[src/rtl/regfile_pkg.sv]
// Shared types and default sizing for the multi-read-port register file.
package regfile_pkg;

  typedef enum logic [0:0] {
    RF_IDLE  = 1'b0,
    RF_CLEAR = 1'b1
  } rf_state_e;

  localparam int RF_DATA_W = 8;
  localparam int RF_DEPTH  = 8;
  localparam int RF_N_RD   = 2;

endpackage

[src/rtl/regfile_mp_if.sv]
// Write, read, clear and status signals of the register file, grouped as one bus.
interface regfile_mp_if import regfile_pkg::*; #(
  parameter int DATA_W = RF_DATA_W,
  parameter int ADDR_W = $clog2(RF_DEPTH),
  parameter int N_RD   = RF_N_RD
);

  logic                     wr_en;
  logic [ADDR_W-1:0]        wr_addr;
  logic [DATA_W-1:0]        wr_data;
  logic [N_RD*ADDR_W-1:0]   rd_addr;
  logic [N_RD*DATA_W-1:0]   rd_data;
  logic                     clr_req;
  logic                     clr_busy;
  logic                     clr_done;
  logic                     wr_err;

  modport master (
    output wr_en, wr_addr, wr_data, rd_addr, clr_req,
    input  rd_data, clr_busy, clr_done, wr_err
  );

  modport slave (
    input  wr_en, wr_addr, wr_data, rd_addr, clr_req,
    output rd_data, clr_busy, clr_done, wr_err
  );

endinterface

[src/rtl/regfile_clr_seq.sv]
// Bulk-clear sequencer: walks entries 0..DEPTH-1 issuing one zero-write per cycle.
module regfile_clr_seq import regfile_pkg::*; #(
  parameter int DEPTH  = RF_DEPTH,
  parameter int ADDR_W = $clog2(DEPTH)
) (
  input  logic              clk,
  input  logic              rst_n,
  input  logic              clr_req,
  output logic              clr_busy,
  output logic              clr_done,
  output logic              clr_we,
  output logic [ADDR_W-1:0] clr_addr
);

  localparam logic [0:0]        ST_IDLE  = RF_IDLE;
  localparam logic [0:0]        ST_CLEAR = RF_CLEAR;
  localparam logic [ADDR_W-1:0] LAST     = ADDR_W'(DEPTH - 1);

  logic [0:0]        state_r;
  logic [0:0]        state_s;
  logic [ADDR_W-1:0] cnt_r;
  logic [ADDR_W-1:0] cnt_s;
  logic              done_r;
  logic              done_s;

  // Next-state: clr_req only matters in IDLE; CLEAR runs to the last entry.
  always_comb begin
    state_s = state_r;
    cnt_s   = cnt_r;
    done_s  = 1'b0;
    case (state_r)
      ST_IDLE: begin
        if (clr_req) begin
          state_s = ST_CLEAR;
          cnt_s   = {ADDR_W{1'b0}};
        end else begin
          state_s = ST_IDLE;
        end
      end
      ST_CLEAR: begin
        if (cnt_r == LAST) begin
          state_s = ST_IDLE;
          cnt_s   = {ADDR_W{1'b0}};
          done_s  = 1'b1;
        end else begin
          cnt_s = cnt_r + {{(ADDR_W-1){1'b0}}, 1'b1};
        end
      end
      default: begin
        state_s = ST_IDLE;
        cnt_s   = {ADDR_W{1'b0}};
      end
    endcase
  end

  // Sequencer state registers.
  always_ff @(posedge clk or negedge rst_n) begin
    if (!rst_n) begin
      state_r <= ST_IDLE;
      cnt_r   <= {ADDR_W{1'b0}};
      done_r  <= 1'b0;
    end else begin
      state_r <= state_s;
      cnt_r   <= cnt_s;
      done_r  <= done_s;
    end
  end

  assign clr_busy = (state_r == ST_CLEAR);
  assign clr_we   = (state_r == ST_CLEAR);
  assign clr_addr = cnt_r;
  assign clr_done = done_r;

endmodule

[src/rtl/regfile_mp.sv]
// Register file with one write port, N_RD registered read ports, optional bypass
// and a hardware bulk-clear that takes priority over normal writes.
module regfile_mp import regfile_pkg::*; #(
  parameter int DATA_W = RF_DATA_W,
  parameter int DEPTH  = RF_DEPTH,
  parameter int ADDR_W = $clog2(DEPTH),
  parameter int N_RD   = RF_N_RD,
  parameter int BYPASS = 1
) (
  input logic          clk,
  input logic          rst_n,
  regfile_mp_if.slave  rf
);

  localparam logic [ADDR_W:0] DEPTH_X = (ADDR_W+1)'(DEPTH);

  logic [DATA_W-1:0]      mem_r [DEPTH];
  logic [N_RD*DATA_W-1:0] rd_r;
  logic [N_RD*DATA_W-1:0] rd_s;
  logic                   err_r;
  logic                   err_s;
  logic                   wr_ok_s;
  logic                   clr_we_s;
  logic [ADDR_W-1:0]      clr_addr_s;
  logic                   clr_busy_s;
  logic                   clr_done_s;
  logic                   cm_we_s;
  logic [ADDR_W-1:0]      cm_addr_s;
  logic [DATA_W-1:0]      cm_data_s;

  // DEPTH need not be a power of two, so the top address codes are invalid.
  function automatic logic in_range(input logic [ADDR_W-1:0] a);
    return ({1'b0, a} < DEPTH_X);
  endfunction

  regfile_clr_seq #(.DEPTH(DEPTH), .ADDR_W(ADDR_W)) u_clr (
    .clk      (clk),
    .rst_n    (rst_n),
    .clr_req  (rf.clr_req),
    .clr_busy (clr_busy_s),
    .clr_done (clr_done_s),
    .clr_we   (clr_we_s),
    .clr_addr (clr_addr_s)
  );

  // Write arbitration: clear writes win; a clear start also blocks the user write.
  always_comb begin
    wr_ok_s = rf.wr_en && !clr_busy_s && !rf.clr_req && in_range(rf.wr_addr);
    err_s   = rf.wr_en && !wr_ok_s;
    if (clr_we_s) begin
      cm_we_s   = 1'b1;
      cm_addr_s = clr_addr_s;
      cm_data_s = {DATA_W{1'b0}};
    end else if (wr_ok_s) begin
      cm_we_s   = 1'b1;
      cm_addr_s = rf.wr_addr;
      cm_data_s = rf.wr_data;
    end else begin
      cm_we_s   = 1'b0;
      cm_addr_s = rf.wr_addr;
      cm_data_s = rf.wr_data;
    end
  end

  // Per-port read mux with optional forwarding of the write committed this edge.
  always_comb begin
    rd_s = {(N_RD*DATA_W){1'b0}};
    for (int k = 0; k < N_RD; k++) begin
      if (!in_range(rf.rd_addr[k*ADDR_W +: ADDR_W])) begin
        rd_s[k*DATA_W +: DATA_W] = {DATA_W{1'b0}};
      end else if ((BYPASS != 0) && cm_we_s && (cm_addr_s == rf.rd_addr[k*ADDR_W +: ADDR_W])) begin
        rd_s[k*DATA_W +: DATA_W] = cm_data_s;
      end else begin
        rd_s[k*DATA_W +: DATA_W] = mem_r[rf.rd_addr[k*ADDR_W +: ADDR_W]];
      end
    end
  end

  // Storage array.
  always_ff @(posedge clk or negedge rst_n) begin
    if (!rst_n) begin
      for (int i = 0; i < DEPTH; i++) begin
        mem_r[i] <= {DATA_W{1'b0}};
      end
    end else if (cm_we_s) begin
      mem_r[cm_addr_s] <= cm_data_s;
    end
  end

  // Registered read data and write-error pulse.
  always_ff @(posedge clk or negedge rst_n) begin
    if (!rst_n) begin
      rd_r  <= {(N_RD*DATA_W){1'b0}};
      err_r <= 1'b0;
    end else begin
      rd_r  <= rd_s;
      err_r <= err_s;
    end
  end

  assign rf.rd_data  = rd_r;
  assign rf.clr_busy = clr_busy_s;
  assign rf.clr_done = clr_done_s;
  assign rf.wr_err   = err_r;

endmodule

[src/flat_wrapper.sv]
// flat-port wrapper written by rule: the top's interface ports become plain ports
module regfile_mp_flat import regfile_pkg::*;
#(
  parameter int DATA_W = RF_DATA_W,
  parameter int DEPTH  = RF_DEPTH,
  parameter int ADDR_W = $clog2(DEPTH),
  parameter int N_RD   = RF_N_RD,
  parameter int BYPASS = 1
)
  (clk, rst_n, rf_wr_en, rf_wr_addr, rf_wr_data, rf_rd_addr, rf_clr_req, rf_rd_data, rf_clr_busy, rf_clr_done, rf_wr_err);
  regfile_mp_if #(.DATA_W(DATA_W), .ADDR_W(ADDR_W), .N_RD(N_RD)) rf_i ();
  input logic clk;
  input logic rst_n;
  input wire logic [$bits(rf_i.wr_en)-1:0] rf_wr_en;
  input wire logic [$bits(rf_i.wr_addr)-1:0] rf_wr_addr;
  input wire logic [$bits(rf_i.wr_data)-1:0] rf_wr_data;
  input wire logic [$bits(rf_i.rd_addr)-1:0] rf_rd_addr;
  input wire logic [$bits(rf_i.clr_req)-1:0] rf_clr_req;
  output wire logic [$bits(rf_i.rd_data)-1:0] rf_rd_data;
  output wire logic [$bits(rf_i.clr_busy)-1:0] rf_clr_busy;
  output wire logic [$bits(rf_i.clr_done)-1:0] rf_clr_done;
  output wire logic [$bits(rf_i.wr_err)-1:0] rf_wr_err;
  assign rf_i.wr_en = rf_wr_en;
  assign rf_i.wr_addr = rf_wr_addr;
  assign rf_i.wr_data = rf_wr_data;
  assign rf_i.rd_addr = rf_rd_addr;
  assign rf_i.clr_req = rf_clr_req;
  assign rf_rd_data = rf_i.rd_data;
  assign rf_clr_busy = rf_i.clr_busy;
  assign rf_clr_done = rf_i.clr_done;
  assign rf_wr_err = rf_i.wr_err;
  regfile_mp #(.DATA_W(DATA_W), .DEPTH(DEPTH), .ADDR_W(ADDR_W), .N_RD(N_RD), .BYPASS(BYPASS)) u_core (.clk(clk), .rst_n(rst_n), .rf(rf_i));
endmodule
[config.mk]
export PLATFORM = sky130hd
export DESIGN_NAME = regfile_mp_flat
export DESIGN_NICKNAME = d
export VERILOG_FILES = /design/src/rtl/regfile_pkg.sv /design/src/rtl/regfile_mp_if.sv /design/src/rtl/regfile_clr_seq.sv /design/src/rtl/regfile_mp.sv /design/src/flat_wrapper.sv
export SDC_FILE = /design/constraint.sdc
export NUM_CORES = 1
export LEC_CHECK = 0
export CORE_MARGIN = 5
export CORE_UTILIZATION = 45
export DETAILED_ROUTE_END_ITERATION = 6
export GPL_TIMING_DRIVEN = 0
export SKIP_CTS_REPAIR_TIMING = 1
export SLEW_MARGIN = 20
export SYNTH_ARGS = -nofsm -noshare
export SYNTH_HDL_FRONTEND = slang
export SYNTH_HIERARCHICAL = 1
export SYNTH_SLANG_ARGS = --single-unit
[constraint.sdc]
create_clock -name clk -period 4.8 [get_ports clk]
set_clock_uncertainty 0.2 [all_clocks]
set_input_delay 0.48 -clock clk [delete_from_list [all_inputs] [get_ports clk]]
set_output_delay 0.48 -clock clk [all_outputs]
set_load 0.02 [all_outputs]
# ---- After elaboration in Yosys (flattened, before gate mapping)
# Index checks and enable logic that the tools add are counted.
dict set report classes {
  add_sub_neg 1
  order_cmp 4
  n_eq_ne 4
  muxes 23
  bitwise_logic 4
  n_reduce_logical 9
}
# cell count
set ops {}
lappend ops {{bitwise mux 64 bit} 1}
lappend ops {{2-to-1 mux 8 bit} 8}
lappend ops {{binary-select mux 8 bit (select 3 bit)} 2}
lappend ops {{demux 8 bit (select 3 bit)} 1}
lappend ops {{greater-or-equal comparator 4 bit (second input constant)} 3}
lappend ops {{NOT 3 -> 4 bit} 3}
lappend ops {{2-to-1 mux 3 bit} 3}
lappend ops {{== test 3 bit} 2}
lappend ops {{logical AND 1 bit} 6}
lappend ops {{2-to-1 mux 1 bit} 6}
lappend ops {{case mux 3 bit (2 select lines)} 1}
lappend ops {{< comparator 4 x 1 -> 1 bit (second input constant)} 1}
lappend ops {{adder 3 x 1 -> 3 bit (second input constant)} 1}
lappend ops {{== test 3 bit (second input constant)} 1}
lappend ops {{logical NOT 1 bit} 3}
lappend ops {{inequality test 2 bit (second input constant)} 1}
lappend ops {{case mux 1 bit (2 select lines)} 1}
lappend ops {{NOT 1 bit} 1}
dict set report word_totals {
  regBits 86
}

# ---- Logic depth before layout (Yosys ltp)
dict set report depth {
  depth_word 7
  depth_mapped 7
  mapped_depth_nobuf 4
}

# ---- Hierarchy
# Netlist, hierarchy kept.
# mod instances cells_per_inst area_each_um2 seq_area_each_um2
set modules_own_cells {}
lappend modules_own_cells {regfile_mp 1 269 4250.3 2026.9}
lappend modules_own_cells {regfile_clr_seq 1 17 230.2 125.1}

# ---- Worst setup path after synthesis
# OpenSTA, ideal clock, no wires.
dict set report synth_timing {
  kind {reg2reg}
  startpoint {reg u_core.u_clr.state_r (netlist: u_core/u_clr/clr_busy)}
  endpoint {reg u_core.rd_r[0] (netlist: u_core/rf.rd_data[0])}
  arrival_time_ns 2.072
  t_required_ns 4.475
  path_slack_ns 2.403
  path_stages_with_launch 7
  path_cell_list {dfrtp_1 > buf_4 > buf_6 > mux2i_2 > xnor2_1 > nor4_4 > mux2_2}
}
dict set report synth_between {
  elab_chain_cells 7
}
# element line_no
set synth_lines {}
lappend synth_lines {{from (decl)} regfile_clr_seq.sv:19} ;# logic [0:0] state_r;
lappend synth_lines {{from (signal assigned)} regfile_clr_seq.sv:63} ;# state_r <= state_s;
lappend synth_lines {{logical NOT 1 bit} regfile_mp.sv:48} ;# wr_ok_s = rf.wr_en && !clr_busy_s && !rf.clr_req && in_range(rf.wr_addr);
lappend synth_lines {{logical AND 1 bit (2 in a row)} regfile_mp.sv:48}
lappend synth_lines {{2-to-1 mux 1 bit} regfile_mp.sv:54} ;# end else if (wr_ok_s) begin
lappend synth_lines {{2-to-1 mux 1 bit} regfile_mp.sv:50} ;# if (clr_we_s) begin
lappend synth_lines {{logical AND 1 bit} regfile_mp.sv:71} ;# end else if ((BYPASS != 0) && cm_we_s && (cm_addr_s == rf.rd_addr[k*ADDR_W +: ADDR_W])) begin
lappend synth_lines {{2-to-1 mux 8 bit (*)} regfile_mp.sv:71}
lappend synth_lines {{named net u_core.rd_s[0]} regfile_mp.sv:19} ;# logic [N_RD*DATA_W-1:0] rd_s;
lappend synth_lines {{to (signal assigned)} regfile_mp.sv:93} ;# rd_r <= {(N_RD*DATA_W){1'b0}};
lappend synth_lines {{to (signal assigned)} regfile_mp.sv:96} ;# rd_r <= rd_s;
lappend synth_lines {{to (decl)} regfile_mp.sv:18} ;# logic [N_RD*DATA_W-1:0] rd_r;
# The timed path passes the listed nets; every way through them passes the cells marked *.
# A chain may end at the register's enable or synchronous reset.

# ---- Final worst setup path
dict set report layout_timing {
  startpoint {reg u_core.u_clr.state_r (netlist: u_core/u_clr/clr_busy)}
  endpoint {reg u_core.rd_r[8] (netlist: u_core/rf.rd_data[8])}
}
# Same word-level chain as after synthesis.

==> results.py <==
metrics = {
    "critical_path": {
        "r2r_start": "u_core/u_clr/clr_busy",
        "max_stage_delay_ns": 0.83,
        "cp-end-kind": "flip-flop",
        "reg2reg_to": "u_core/rf.rd_data[8]",
        "crit_type": "flip-flop to flip-flop",
        "reg2regPathDepth": 6,
        "rrSetupSlack_ns": 1.92,
        "crit_arrival_ns": 2.92,
        "required_ns": 4.83,
        "path_max_fanout": 10,
        "crit_chain": "buf_4 > buf_6 > buf_2 > a21oi_1 > nor4_4 > mux2_2",
        "startpoint_type": "flip-flop",
        "crit_slowest_cell": "nor4_4",
    },
    "yosys": {
        "synthCells": 286,
        "synth_nets": 310,
        "yosysUniqueCellTypes": 30,
        "ys_ff_latch": 86,
        "ys.warnings.count": 6,
        "synth_seq_area_share_pct": 48.0,
        "syn-cell-area_um2": 4480,
        "syn_avg_cell_area_um2": 15.7,
    },
    "routing": {
        "drc": 0,
        "drtIter0Drc": 55,
        "routed_wl_um": 9950,
        "via_per_inst": 5.53,
        "drt-pass1-iter-count": 4,
        "vias": 2589,
        "ant_nets": 0,
        "wl_per_cell_um": 21.3,
    },
    "flow_run": {
        "maxCapViolCount": 0,
    },
    "timing": {
        "tightest_slew_ns": 0.866,
        "max_freq_mhz": 347,
        "setup_viol": 0,
        "maxSlewViolCount": 0,
        "fin_tns_setup_ns": 0,
        "period_minus_slack_ns": 2.88,
        "timing.slew.headroom_pct": 41.8,
        "layout_worst_path_cycle_share_pct": 60.1,
        "hold_ws_ns": -0.0424,
        "grt_setup_unrepaired": "no",
        "hold_viol": 51,
    },
    "power_and_ir_drop": {
        "worst_ir_drop_vdd_mv": 0.251,
        "p_leak_nw": 2.34,
        "powerDensity_nw_per_um2": 575,
    },
    "floorplanning": {
        "ios": 40,
        "dieArea_um2": 12100,
        "die_h_um": 110,
        "fp.dieW_um": 110,
        "row_count": 36,
        "initial_core_util_pct": 46.1,
        "core_area_um2": 9730,
    },
    "place": {
        "dp_hpwl_um": 6390,
        "place_congestion": 0.746,
        "port_buffers": 33,
        "dpl_cell_area_um2": 4990,
    },
    "worst_hold_path": {
        "hp-class": "input pin to async pin",
    },
    "global_routing": {
        "grt_remaining_overflow": 0,
        "antenna_found_initial": 0,
        "grt_max_degree": 53,
        "track_usage_pct": 18.4,
        "grt_pass1_wl_um": 15700,
        "first_global_vias": 2710,
    },
    "final_layout": {
        "synthToLayoutAreaGrowth_pct": 15.7,
        "nNetsFinal": 355,
        "stdcell_area_um2": 5180,
        "antennaDiodeCount": 0,
        "drive_gt1_share_pct": 42.4,
    },
    "cts": {
        "cts_tree": "done",
        "htreeDepth": 3,
        "clockBufferDepth": 2,
        "clk_latency_ns": 0.35,
        "cts_made_buffers": 9,
        "cts_sinks": 86,
        "cts-root-buf": "clkbuf_8",
        "clkTransAtPathRegs_ns": 0.08,
    },
    "status": {
        "status": "finished with violations",
        "violations": "hold timing",
    },
}
-- synthesized netlist by cell type --
cell type | number | area [um^2]
a21oi_1 | 1 | 5.00
or3b_1 | 1 | 8.76
o31ai_2 | 1 | 12.5
xnor2_1 | 6 | 52.6
mux2_2 | 76 | 856
buf_6 | 3 | 33.8
dfrtp_1 | 86 | 2150
nand2_1 | 9 | 33.8
mux2_1 | 20 | 225
buf_2 | 4 | 20.0
mux2i_2 | 1 | 13.8
a32o_1 | 1 | 10.0
inv_1 | 1 | 3.75
nor4_4 | 2 | 42.5
and2_2 | 1 | 7.51
o21ai_1 | 1 | 5.00
nor3b_2 | 1 | 12.5
a22o_1 | 1 | 8.76
mux2i_4 | 2 | 45.0
ha_1 | 3 | 37.5
nor2_1 | 3 | 11.3
buf_1 | 12 | 45.0
a21o_1 | 1 | 7.51
nand2b_1 | 2 | 12.5
and2_1 | 1 | 6.26
and2b_1 | 1 | 7.51
buf_4 | 2 | 15.0
nor2b_1 | 10 | 62.6
nor2_2 | 1 | 6.26
mux4_2 | 32 | 721
-- report_power, final --
group | leakage [nW] | switching [mW] | internal (mW)
registers | 1.17 | 0.160 | 0.984
clock network | 0.0952 | 0.249 | 0.251
logic | 1.08 | 0.637 | 0.702
-- how the worst max path moves through the flow --
stage                          startpoint                    end  depth (start not counted)
CTS                 u_core/u_clr/clr_busy   u_core/rf.rd_data[9]                          6
finish              u_core/u_clr/clr_busy   u_core/rf.rd_data[8]                          6
floorplan           u_core/u_clr/clr_busy   u_core/rf.rd_data[0]                          6
global placement                    rst_n       u_core/mem_r[54]                          1
global route        u_core/u_clr/clr_busy  u_core/rf.rd_data[15]                          6
detailed placement             rf_clr_req       u_core/mem_r[62]                          5
-- state kept, by name, summed over array words and instances, names as in the netlist --
signal                 count
u_core/rf.wr_err           1
u_core/u_clr/clr_done      1
u_core/rf.rd_data         16
u_core/mem_r              64
u_core/u_clr/clr_addr      3
u_core/u_clr/clr_busy      1
-- per-stage QoR --
step / std cells / utilization, % / hold slack, ns / worst slack (ns) / power (mW)
global placement: 452 / 51.2 / 0.289 / -0.127 / 2.48
finish: 468 / 53.3 / -0.0424 / 1.92 / 2.98
global route: 468 / 53.3 / 0.00133 / 1.83 / 3.17
detailed placement: 453 / 51.3 / 0.297 / 1.87 / 2.51
floorplan: 286 / - / -0.0156 / 2.40 / 2.08
CTS: 468 / 53.3 / -0.0200 / 1.87 / 3.02
-- cells in the final DEF, fill, tap and decap left out, types with 3 or more instances in the layout --
| master | synthesis | routed |
|---|---|---|
| mux2_1 | 20 | 20 |
| nand2_1 | 9 | 9 |
| buf_1 | 12 | 12 |
| xnor2_1 | 6 | 6 |
| ha_1 | 3 | 3 |
| buf_2 | 4 | 4 |
| clkdlybuf4s50_1 | 0 | 32 |
| mux4_2 | 32 | 32 |
| buf_6 | 3 | 3 |
| mux2_2 | 76 | 76 |
| nor2b_1 | 10 | 10 |
| dfrtp_1 | 86 | 86 |
| buf_4 | 2 | 3 |
| clkbuf_8 | 0 | 10 |
| nor2_1 | 3 | 3 |
-- metal layers --
metal / global-route usage [%] / vias to the layer above / part of all wire, %
met2: 29.2 / 43 / 50
li1: - / 1168 / -
met1: 25.6 / 1367 / 46
met4: 6.77 / 0 / 1.3
met3: 2.64 / 11 / 3.0
met5: 0 / - / 0
-- final cells by class --
| type | instances | area, um^2 |
|---|---|---|
| Timing Repair Buffer | 34 | 348 |
| Clock buffer | 11 | 141 |
| Multi-Input combinational cell | 178 | 2210 |
| Clock inverter | 4 | 47.5 |
| Buffer | 21 | 114 |
| Sequential cell | 86 | 2150 |
| Inverter | 1 | 3.75 |
| Fill cell | 859 | 4550 |
| Tap cell | 133 | 166 |
-- worst max-delay path: cells and delay by family (launching register included) --
kind	cells	cell delay, ns
flops	1	0.49
mux	1	0.43
buf+inv	3	0.61
simple gates	1	0.83
compound gates	1	0.20
-- cells by family after synthesis --
kind of cell               count (synthesis)  synth area share [%]
muxes                                    131                  41.5
adders and majority gates                  3                 0.838
xor gates and xnor gates                   6                  1.17
buffers and inverters                     22                  2.62
and+or+nand+nor                           32                  4.72
AOI/OAI and AO/OA                          6                  1.09
DFF                                       86                  48.0
Power figures use the tool's default switching activity.
